File: config.mk
export PLATFORM = sky130hd
export DESIGN_NAME = alu_selftest_ctrl
export DESIGN_NICKNAME = d
export VERILOG_FILES = /design/src/rtl/alu_pkg.sv /design/src/rtl/alu_golden.sv /design/src/rtl/alu_selftest_ctrl.sv
export SDC_FILE = /design/constraint.sdc
export NUM_CORES = 1
export LEC_CHECK = 0
export CORE_ASPECT_RATIO = 0.75
export CORE_MARGIN = 2
export CORE_UTILIZATION = 48
export DETAILED_ROUTE_END_ITERATION = 6
export PLACE_DENSITY = 0.86
export SYNTH_ARGS = -nofsm -noshare
export SYNTH_HDL_FRONTEND = slang
export SYNTH_SLANG_ARGS = --single-unit
File: constraint.sdc
create_clock -name clk -period 6.6 [get_ports clk]
set_input_delay 0.99 -clock clk [delete_from_list [all_inputs] [get_ports clk]]
set_output_delay 0.99 -clock clk [all_outputs]
set_load 0.1 [all_outputs]
File: src/rtl/alu_pkg.sv
// Shared definitions for the voting-ALU self-test logic.
// Contents:
//   - 3-bit ALU control encodings (AND/OR/ADD/SUB/SLT)
//   - LFSR feedback polynomial and operand-b scramble mask
//   - self-test FSM state encoding
//   - helpers: one Galois LFSR step and the per-vector op schedule
package alu_pkg;

  localparam logic [2:0] ALU_AND = 3'b000;
  localparam logic [2:0] ALU_OR  = 3'b001;
  localparam logic [2:0] ALU_ADD = 3'b010;
  localparam logic [2:0] ALU_SUB = 3'b110;
  localparam logic [2:0] ALU_SLT = 3'b111;

  localparam logic [31:0] LFSR_POLY = 32'h80200003;
  localparam logic [31:0] B_MASK    = 32'h5A5A5A5A;

  // Ops applied to each vector; op index runs 0..NUM_OPS-1.
  localparam logic [2:0] NUM_OPS = 3'd5;
  localparam logic [2:0] LAST_OP = 3'd4;

  typedef enum logic [1:0] {
    ST_IDLE = 2'd0,
    ST_RUN  = 2'd1,
    ST_DONE = 2'd2
  } state_t;

  // Right-shifting Galois LFSR: the polynomial is folded in whenever the
  // bit falling off the bottom is 1. A nonzero state never reaches zero.
  function automatic logic [31:0] lfsr_next(input logic [31:0] cur);
    logic [31:0] shifted;
    shifted = {1'b0, cur[31:1]};
    return cur[0] ? (shifted ^ LFSR_POLY) : shifted;
  endfunction

  function automatic logic [2:0] op_at(input logic [2:0] idx);
    logic [2:0] op;
    case (idx)
      3'd0:    op = ALU_AND;
      3'd1:    op = ALU_OR;
      3'd2:    op = ALU_ADD;
      3'd3:    op = ALU_SUB;
      default: op = ALU_SLT;
    endcase
    return op;
  endfunction

endpackage

File: src/rtl/alu_golden.sv
// Combinational reference model of the voting ALU.
// Ports:
//   a, b     : 32-bit operands
//   alucont  : 3-bit control; bit 2 selects invert-b plus carry-in,
//              bits 1:0 select AND / OR / SUM / SLT (sign of sum)
//   result   : 32-bit reference result
//   zero     : high when result is all zeros
module alu_golden (
  input  logic [31:0] a,
  input  logic [31:0] b,
  input  logic [2:0]  alucont,
  output logic [31:0] result,
  output logic        zero
);

  logic [31:0] b2;
  logic [31:0] sum;

  always_comb begin
    b2  = alucont[2] ? ~b : b;
    // Two's-complement subtract when bit 2 is set: a + ~b + 1.
    sum = a + b2 + {31'b0, alucont[2]};
    case (alucont[1:0])
      2'b00:   result = a & b;
      2'b01:   result = a | b;
      2'b10:   result = sum;
      default: result = {31'b0, sum[31]};
    endcase
    zero = (result == 32'd0);
  end

endmodule

File: src/rtl/alu_selftest_ctrl.sv
// Online self-test scheduler for the redundant voting ALU.
// The ALU is shared between the core and a test engine. While a sweep is
// running and the core leaves the ALU free, pseudo-random vectors are
// injected and each voted result/zero flag is checked against alu_golden.
// Ports:
//   clk, reset            : clock, asynchronous active-high reset
//   auto_en               : allow sweeps to start after IDLE_THRESH idle cycles
//   start                 : one-cycle sweep request (dropped unless IDLE)
//   core_req              : core owns the ALU this cycle (always wins)
//   core_a/b/alucont      : core operands and control
//   alu_a/b/alucont       : muxed operands and control to the ALU
//   alu_result, alu_zero  : voted ALU outputs
//   core_result/core_zero : straight pass-through of the voted outputs
//   busy                  : sweep in progress
//   done                  : one-cycle pulse at sweep end
//   fail                  : at least one mismatch in current/last sweep
//   fail_count            : mismatches in the sweep, saturating at 255
//   first_fail_idx        : vector index of the first mismatch
module alu_selftest_ctrl
  import alu_pkg::*;
#(
  parameter int          NVEC        = 16,
  parameter int          IDLE_THRESH = 4,
  parameter logic [31:0] SEED        = 32'hACE12468
) (
  input  logic        clk,
  input  logic        reset,
  input  logic        auto_en,
  input  logic        start,
  input  logic        core_req,
  input  logic [31:0] core_a,
  input  logic [31:0] core_b,
  input  logic [2:0]  core_alucont,
  output logic [31:0] alu_a,
  output logic [31:0] alu_b,
  output logic [2:0]  alu_alucont,
  input  logic [31:0] alu_result,
  input  logic        alu_zero,
  output logic [31:0] core_result,
  output logic        core_zero,
  output logic        busy,
  output logic        done,
  output logic        fail,
  output logic [7:0]  fail_count,
  output logic [7:0]  first_fail_idx
);

  localparam logic [7:0] THRESH   = 8'(IDLE_THRESH);
  localparam logic [7:0] LAST_VEC = 8'(NVEC - 1);

  state_t      state;
  logic [31:0] lfsr;
  logic [7:0]  idle_cnt;
  logic [2:0]  op_idx;
  logic [7:0]  vec_idx;

  logic [31:0] test_a;
  logic [31:0] test_b;
  logic [2:0]  test_op;
  logic        use_test;
  logic [31:0] gold_result;
  logic        gold_zero;
  logic        mismatch;
  logic        start_sweep;

  // Test vector derived from the current LFSR state.
  assign test_a  = lfsr;
  assign test_b  = {lfsr[15:0], lfsr[31:16]} ^ B_MASK;
  assign test_op = op_at(op_idx);

  // Core has absolute priority; the test vector only reaches the ALU in RUN.
  assign use_test    = (state == ST_RUN) && !core_req;
  assign alu_a       = use_test ? test_a  : core_a;
  assign alu_b       = use_test ? test_b  : core_b;
  assign alu_alucont = use_test ? test_op : core_alucont;

  assign core_result = alu_result;
  assign core_zero   = alu_zero;

  alu_golden u_golden (
    .a       (test_a),
    .b       (test_b),
    .alucont (test_op),
    .result  (gold_result),
    .zero    (gold_zero)
  );

  assign mismatch = (alu_result != gold_result) || (alu_zero != gold_zero);

  // Explicit start and auto-start collapse into a single sweep request.
  assign start_sweep = start || (auto_en && (idle_cnt == THRESH));

  always_ff @(posedge clk or posedge reset) begin
    if (reset) begin
      state          <= ST_IDLE;
      busy           <= 1'b0;
      done           <= 1'b0;
      fail           <= 1'b0;
      fail_count     <= 8'd0;
      first_fail_idx <= 8'd0;
      lfsr           <= SEED;
      idle_cnt       <= 8'd0;
      op_idx         <= 3'd0;
      vec_idx        <= 8'd0;
    end else begin
      case (state)
        ST_IDLE: begin
          done <= 1'b0;
          if (start_sweep) begin
            state          <= ST_RUN;
            busy           <= 1'b1;
            fail           <= 1'b0;
            fail_count     <= 8'd0;
            first_fail_idx <= 8'd0;
            lfsr           <= SEED;
            op_idx         <= 3'd0;
            vec_idx        <= 8'd0;
            idle_cnt       <= 8'd0;
          end else if (core_req) begin
            idle_cnt <= 8'd0;
          end else if (idle_cnt != THRESH) begin
            idle_cnt <= idle_cnt + 8'd1;
          end
        end

        ST_RUN: begin
          // A core cycle just stalls the sweep; the same op is retried later.
          if (!core_req) begin
            if (mismatch) begin
              fail <= 1'b1;
              if (fail_count != 8'hFF) begin
                fail_count <= fail_count + 8'd1;
              end
              // fail was cleared on sweep entry, so it flags "already seen one".
              if (!fail) begin
                first_fail_idx <= vec_idx;
              end
            end
            if (op_idx == LAST_OP) begin
              op_idx  <= 3'd0;
              vec_idx <= vec_idx + 8'd1;
              lfsr    <= lfsr_next(lfsr);
              if (vec_idx == LAST_VEC) begin
                state <= ST_DONE;
                busy  <= 1'b0;
                done  <= 1'b1;
              end
            end else begin
              op_idx <= op_idx + 3'd1;
            end
          end
        end

        ST_DONE: begin
          done  <= 1'b0;
          state <= ST_IDLE;
        end

        default: begin
          state <= ST_IDLE;
          busy  <= 1'b0;
          done  <= 1'b0;
        end
      endcase
    end
  end

endmodule

# ---- After elaboration in Yosys (flattened, before gate mapping)
# Cells that the tools add are included.
dict set report classes {
  n_reduce_logical 20
  n_bitwise 6
  multipliers 0
  n_addsub 6
  div_mod_pow 0
  order_cmp 0
  shift 0
  eq_ne 21
  mux 48
}
# cell count
set ops {}
lappend ops {{$mux W32} 7}
lappend ops {{$mux W8} 12}
lappend ops {{$pmux W32 S3} 1}
lappend ops {{$pmux W32 S2} 1}
lappend ops {{$pmux W8 S2} 3}
lappend ops {{$add A32 B1 Y32} 1}
lappend ops {{$add A32 B32 Y32} 1}
lappend ops {{$and A32 B32 Y32} 1}
lappend ops {{$logic_not A32 Y1} 1}
lappend ops {{$ne A32 B32 Y1} 1}
lappend ops {{$not A32 Y32} 1}
lappend ops {{$or A32 B32 Y32} 1}
lappend ops {{$add A8 B1 Y8 const B} 3}
lappend ops {{$not A16 Y16} 1}
lappend ops {{$reduce_and A5 Y1} 3}
lappend ops {{$mux W3} 4}
lappend ops {{$pmux W3 S4} 1}
lappend ops {{$reduce_and A4 Y1} 3}
lappend ops {{$mux W1} 11}
lappend ops {{$eq A8 B3 Y1 const B} 1}
lappend ops {{$eq A8 B4 Y1 const B} 1}
lappend ops {{$mux W2} 4}
lappend ops {{$ne A2 B2 Y1 const B} 4}
lappend ops {{$ne A8 B3 Y1 const B} 1}
lappend ops {{other kinds (24)} 33}
dict set report totals {
  ff_bits 72
  word_cells 111
  latchBits 0
  ram_bits 0
  output_inout_bits 119
  in_bits 105
  mem_count 0
  mem_bits_ro 0
}

# ---- Depth between registers and ports, before layout
dict set report depth {
  word_depth 12
  ltp_mapped 24
  depth_no_buf 20
}

# ---- Modules after synthesis
# A second synthesis with hierarchy kept.
dict set report unflattened {
  hier_cells 1068
  hier_area_um2 7973.9
}
# module area_each_um2 seq_area_each_um2 instances cells_each
set modules_own_cells {}
lappend modules_own_cells {alu_selftest_ctrl 4725.8 1818.0 1 596}
lappend modules_own_cells {alu_golden 3248.1 0.0 1 472}

# ---- Worst setup path before layout
# No wires, ideal clock.
dict set report synth_path {
  path_kind {register -> register}
  start {register op_idx[0]}
  end {register first_fail_idx[0]}
  synth_period_minus_slack_ns 5.833
  setup_time_ns 0.080
  path_stages_with_launch 24
  path_buffers 3
  arrival_time_ns 5.754
  setup_slack_ns 0.767
  cell_sequence {dfrtp_1 inv_1 ha_1 or3_1 buf_2 nand3_1 buf_1 xnor2_1 inv_1 fa_1 nand2b_1 a211oi_1 o211ai_1 nand2_1 or3_1 a21oi_1 a311o_1 or4_1 or4_1 nor4_2 o2111a_2 or3_1 buf_6 mux2i_1}
}
dict set report synth_between {
  elab_chain_len 11
  word_cells_on_any_way 18
}
# item line
set synth_lines {}
lappend synth_lines {{start: declaration} alu_selftest_ctrl.sv:54} ;# logic [2:0] op_idx;
lappend synth_lines {{start signal: assignment} alu_selftest_ctrl.sv:149} ;# op_idx <= op_idx + 3'd1;
lappend synth_lines {{$eq A3 B2 Y1 (tied with other cells)} alu_pkg.sv:38} ;# case (idx)
lappend synth_lines {{$pmux W3 S4 (*)} alu_pkg.sv:38}
lappend synth_lines {{$mux W32} alu_golden.sv:20} ;# b2 = alucont[2] ? ~b : b;
lappend synth_lines {{$add A32 B32 Y32} alu_golden.sv:22} ;# sum = a + b2 + {31'b0, alucont[2]};
lappend synth_lines {{$add A32 B1 Y32} alu_golden.sv:22}
lappend synth_lines {{$pmux W32 S3 (*)} alu_golden.sv:23} ;# case (alucont[1:0])
lappend synth_lines {{$logic_not A32 Y1} alu_golden.sv:29} ;# zero = (result == 32'd0);
lappend synth_lines {{$ne A1 B1 Y1} alu_selftest_ctrl.sv:88} ;# assign mismatch = (alu_result != gold_result) || (alu_zero != gold_zero);
lappend synth_lines {{$logic_or A1 B1 Y1 (*)} alu_selftest_ctrl.sv:88}
lappend synth_lines {{$ne A2 B2 Y1 (no source line) (*)} -}
lappend synth_lines {{$reduce_and A5 Y1 (no source line) (*)} -}
lappend synth_lines {{end signal: assignment} alu_selftest_ctrl.sv:136} ;# first_fail_idx <= vec_idx;
lappend synth_lines {{end: declaration} alu_selftest_ctrl.sv:45} ;# output logic [7:0] first_fail_idx
# Every way passes the cells marked *; elsewhere a longest branch is shown, timed or not.
# A chain may end at the register's enable or synchronous reset.

# ---- Final worst setup path
dict set report layout_path {
  start {register op_idx[0]}
  end {register fail_count[7]}
}
dict set report layout_between {
  elab_chain_len 11
  word_cells_on_any_way 18
}
# item line
set layout_lines {}
lappend layout_lines {{$eq A3 B2 Y1 (tied with other cells)} alu_pkg.sv:38}
lappend layout_lines {{$pmux W3 S4 (*)} alu_pkg.sv:38}
lappend layout_lines {{$mux W32} alu_golden.sv:20}
lappend layout_lines {{$add A32 B32 Y32} alu_golden.sv:22}
lappend layout_lines {{$add A32 B1 Y32} alu_golden.sv:22}
lappend layout_lines {{$pmux W32 S3 (*)} alu_golden.sv:23}
lappend layout_lines {{$logic_not A32 Y1} alu_golden.sv:29}
lappend layout_lines {{$ne A1 B1 Y1} alu_selftest_ctrl.sv:88}
lappend layout_lines {{$logic_or A1 B1 Y1 (*)} alu_selftest_ctrl.sv:88}
lappend layout_lines {{$ne A2 B2 Y1 (no source line) (*)} -}
lappend layout_lines {{$reduce_and A5 Y1 (no source line) (*)} -}
lappend layout_lines {{end signal: assignment} alu_selftest_ctrl.sv:132} ;# fail_count <= fail_count + 8'd1;
lappend layout_lines {{end: declaration} alu_selftest_ctrl.sv:44} ;# output logic [7:0] fail_count,
# Marked as above.

==> metrics <==
worst hold path type=register to register; number of flops mapped to enable cells by yosys=0; Max Fanout on Critical Path=30; main area contributors after synthesis=dfrtp_1 (18%), nand2_1 (12%), ha_1 (7.2%), o21ai_0 (6.1%), xnor2_1 (5.1%); core footprint=16670 µm²; Final Slew Violations=0; routability-driven placement congestion ratio=1.048; post-detailed-placement half-perimeter wirelength=24.83 mm; height of the die=116.6 µm; achievable frequency=156.0 MHz; net count of the finished layout=1443; die outline width=154.1 µm; clock slew at reported path FFs=0.06 ns; final-layout worst hold slack=0.5121 ns; FF+latch count, synth=72; via count of the first global-routing pass=8480; mapped cell area=8114 µm²; Yosys top cell area share=0.1820; Max Buffers Root-to-Sink=2; post-route clock period utilization=0.9712; Worst-Skew Late Latency=0.33 ns; deepest level of the CTS H-tree=3; starting utilization of the core area=0.4867; Final min period=6.410 ns; per-instance average area after synthesis=7.155 µm²; wire length of the first global-routing pass=48.98 mm; number of antenna violations at the first check in global routing=2; number of warnings printed during yosys synthesis=0; Syn Inst Count=1134; total setup violations reported at the end of the flow=0; Slew HR=0.3085; via count=9417; Max Clock Skew=0.008023 ns; post-synthesis to final-layout area growth=31.30%; leading cell type in the layout, fill and taps excluded=nand2_1; number of primary I/O pins=224; pin count of the biggest net entering global routing=73; number of vias per cell after detailed routing=6.232; num rows=41; final antenna-violating net count=0; ratio of cells with drive above 1 in the final layout=0.06718; First-pass DRT Iterations=6; final-report hold violation count=0; aggregate negative setup slack=0 ns; run status=finished clean; drt initial violations=1192; share of synthesized area occupied by flip-flops and latches=0.2241; CP startpoint kind=register; clock tree from TritonCTS=built; post-layout instance area=10650 µm²; root buffer selected by CTS=clkbuf_16; total die area=17970 µm²; distinct cell type count of the synthesized netlist=81; overall routing resource usage=0.3563; residual overflow from global routing=0; data required time of the worst path=6.84 ns; proportion of register bits with asynchronous set or reset after synthesis=1.000; actual transition at the worst max-transition pin=1.034 ns; number of maximum-capacitance violations=0; number of clock buffers inserted by TritonCTS=9; drt wl/cell=21.48 µm; Post-synth top flop=dfrtp_1; placed inst area=10290 µm²; endpoint kind of the worst setup timing path=register; crit path DAT=6.65 ns; number of nets in the synthesized netlist=1287; overall routed net length=32.45 mm; sinks on the clock net=72; DRC=0; path type of the worst setup path=register to register; top cell type by total area after synthesis=dfrtp_1; commonest cells after routing, fill and taps aside=nand2_1 (255), clkdlybuf4s50_1 (223), o21ai_0 (99); number of port buffers=223
==> per-layer routing <==
metal,share of wire,vias to the layer above,GRT usage
li1,-,4296,-
met1,0.42,4353,0.4897
met2,0.40,680,0.5166
met3,0.15,86,0.1443
met4,0.028,2,0.1003
met5,0.00043,-,0
==> area by class of cell <==
type                            count  area, µm²
Tap cell                          215      269.0
Inverter                           31      116.4
Timing Repair Buffer              248       2432
Multi-Input combinational cell    928       5715
Clock buffer                       11      242.7
Clock inverter                      5      56.30
Sequential cell                    72       1819
Fill cell                        1428       6018
Antenna cell                        1      2.502
==> state kept, by name (all words and copies together), names as in the netlist <==
signal,count
first_fail_idx,8
idle_cnt,8
lfsr,32
busy,1
state,2
fail_count,8
vec_idx,8
fail,1
done,1
op_idx,3
==> per-stage QoR <==
step / instances / util / setup WS, ns
after floorplan: 1134 / - / 0.7667
after global placement: 1494 / 0.6173 / 0.2801
after detailed placement: 1494 / 0.6173 / 0.1276
after CTS: 1510 / 0.6352 / 0.09344
after global routing: 1510 / 0.6389 / -0.04984
final: 1511 / 0.6390 / 0.1901
==> synthesized netlist by cell type (9+ instances only) <==
cell,instances
nor2_1,66
or4_1,10
nor2b_1,13
nand3_1,29
o21ai_0,99
or3_1,15
nand4_1,25
a21o_1,13
buf_2,9
a21oi_1,67
dfstp_2,13
o31ai_1,14
o21a_1,12
xnor2_1,47
nor3_1,16
buf_4,33
nand2_1,255
xor2_1,43
mux2i_1,12
inv_1,31
a31oi_1,23
dfrtp_1,59
ha_1,47
nand2b_1,9
clkbuf_1,50
==> path summary, 6_finish.rpt <==
kind / start / endpoint / slack, ns / cells past startpoint
setup / recovery: op_idx[0]$_DFFE_PP0P_ / fail_count[7]$_DFFE_PP0P_ / 0.19 / 19
hold / removal: done$_DFFE_PP0P_ / done$_DFFE_PP0P_ / 0.51 / 2
setup reg to reg: op_idx[0]$_DFFE_PP0P_ / fail_count[7]$_DFFE_PP0P_ / 0.19 / 19
hold reg to reg: done$_DFFE_PP0P_ / done$_DFFE_PP0P_ / 0.51 / 2
max in group asynchronous: reset / op_idx[2]$_DFFE_PP0P_ / 4.69 / 3
min in group asynchronous: reset / idle_cnt[1]$_DFFE_PP0P_ / 1.22 / 3
==> repair_timing <==
action / 4_1_cts / 5_1_grt
gates resized for setup: 0 / 11
buffers inserted: 0 / 0
setup endpoints to repair: 0 / 17
hold buffers: 0 / 0
==> cell families after synthesis <==
logic type / after synthesis / synth area share
AO/OA/AOI/OAI: 300 / 0.2333
XOR/XNOR: 90 / 0.09715
adder cells (fa/ha/maj): 48 / 0.07494
buffers and inverters: 134 / 0.08142
flip-flops: 72 / 0.2241
multiplexers: 13 / 0.01619
AND/OR/NAND/NOR: 477 / 0.2729
==> worst max-delay path, cell delays in order, from the launching register on <==
cell,delay [ns]
dfrtp_1,0.41
inv_1,0.09
ha_1,0.32
or3_1,0.52
nand3_2,0.18
buf_12,0.24
xnor2_1,0.10
ha_2,0.53
a2111oi_0,0.14
a41oi_1,0.47
nor2b_1,0.15
or4_1,0.49
or4_1,0.53
nor4_1,0.28
o2111ai_1,0.14
or4_1,0.48
nor4_4,0.38
o2111a_2,0.38
o21ai_1,0.21
a31oi_1,0.25
Power is not shown: default switching activity piles up to over one toggle a cycle in this logic, so the estimate is an artifact.
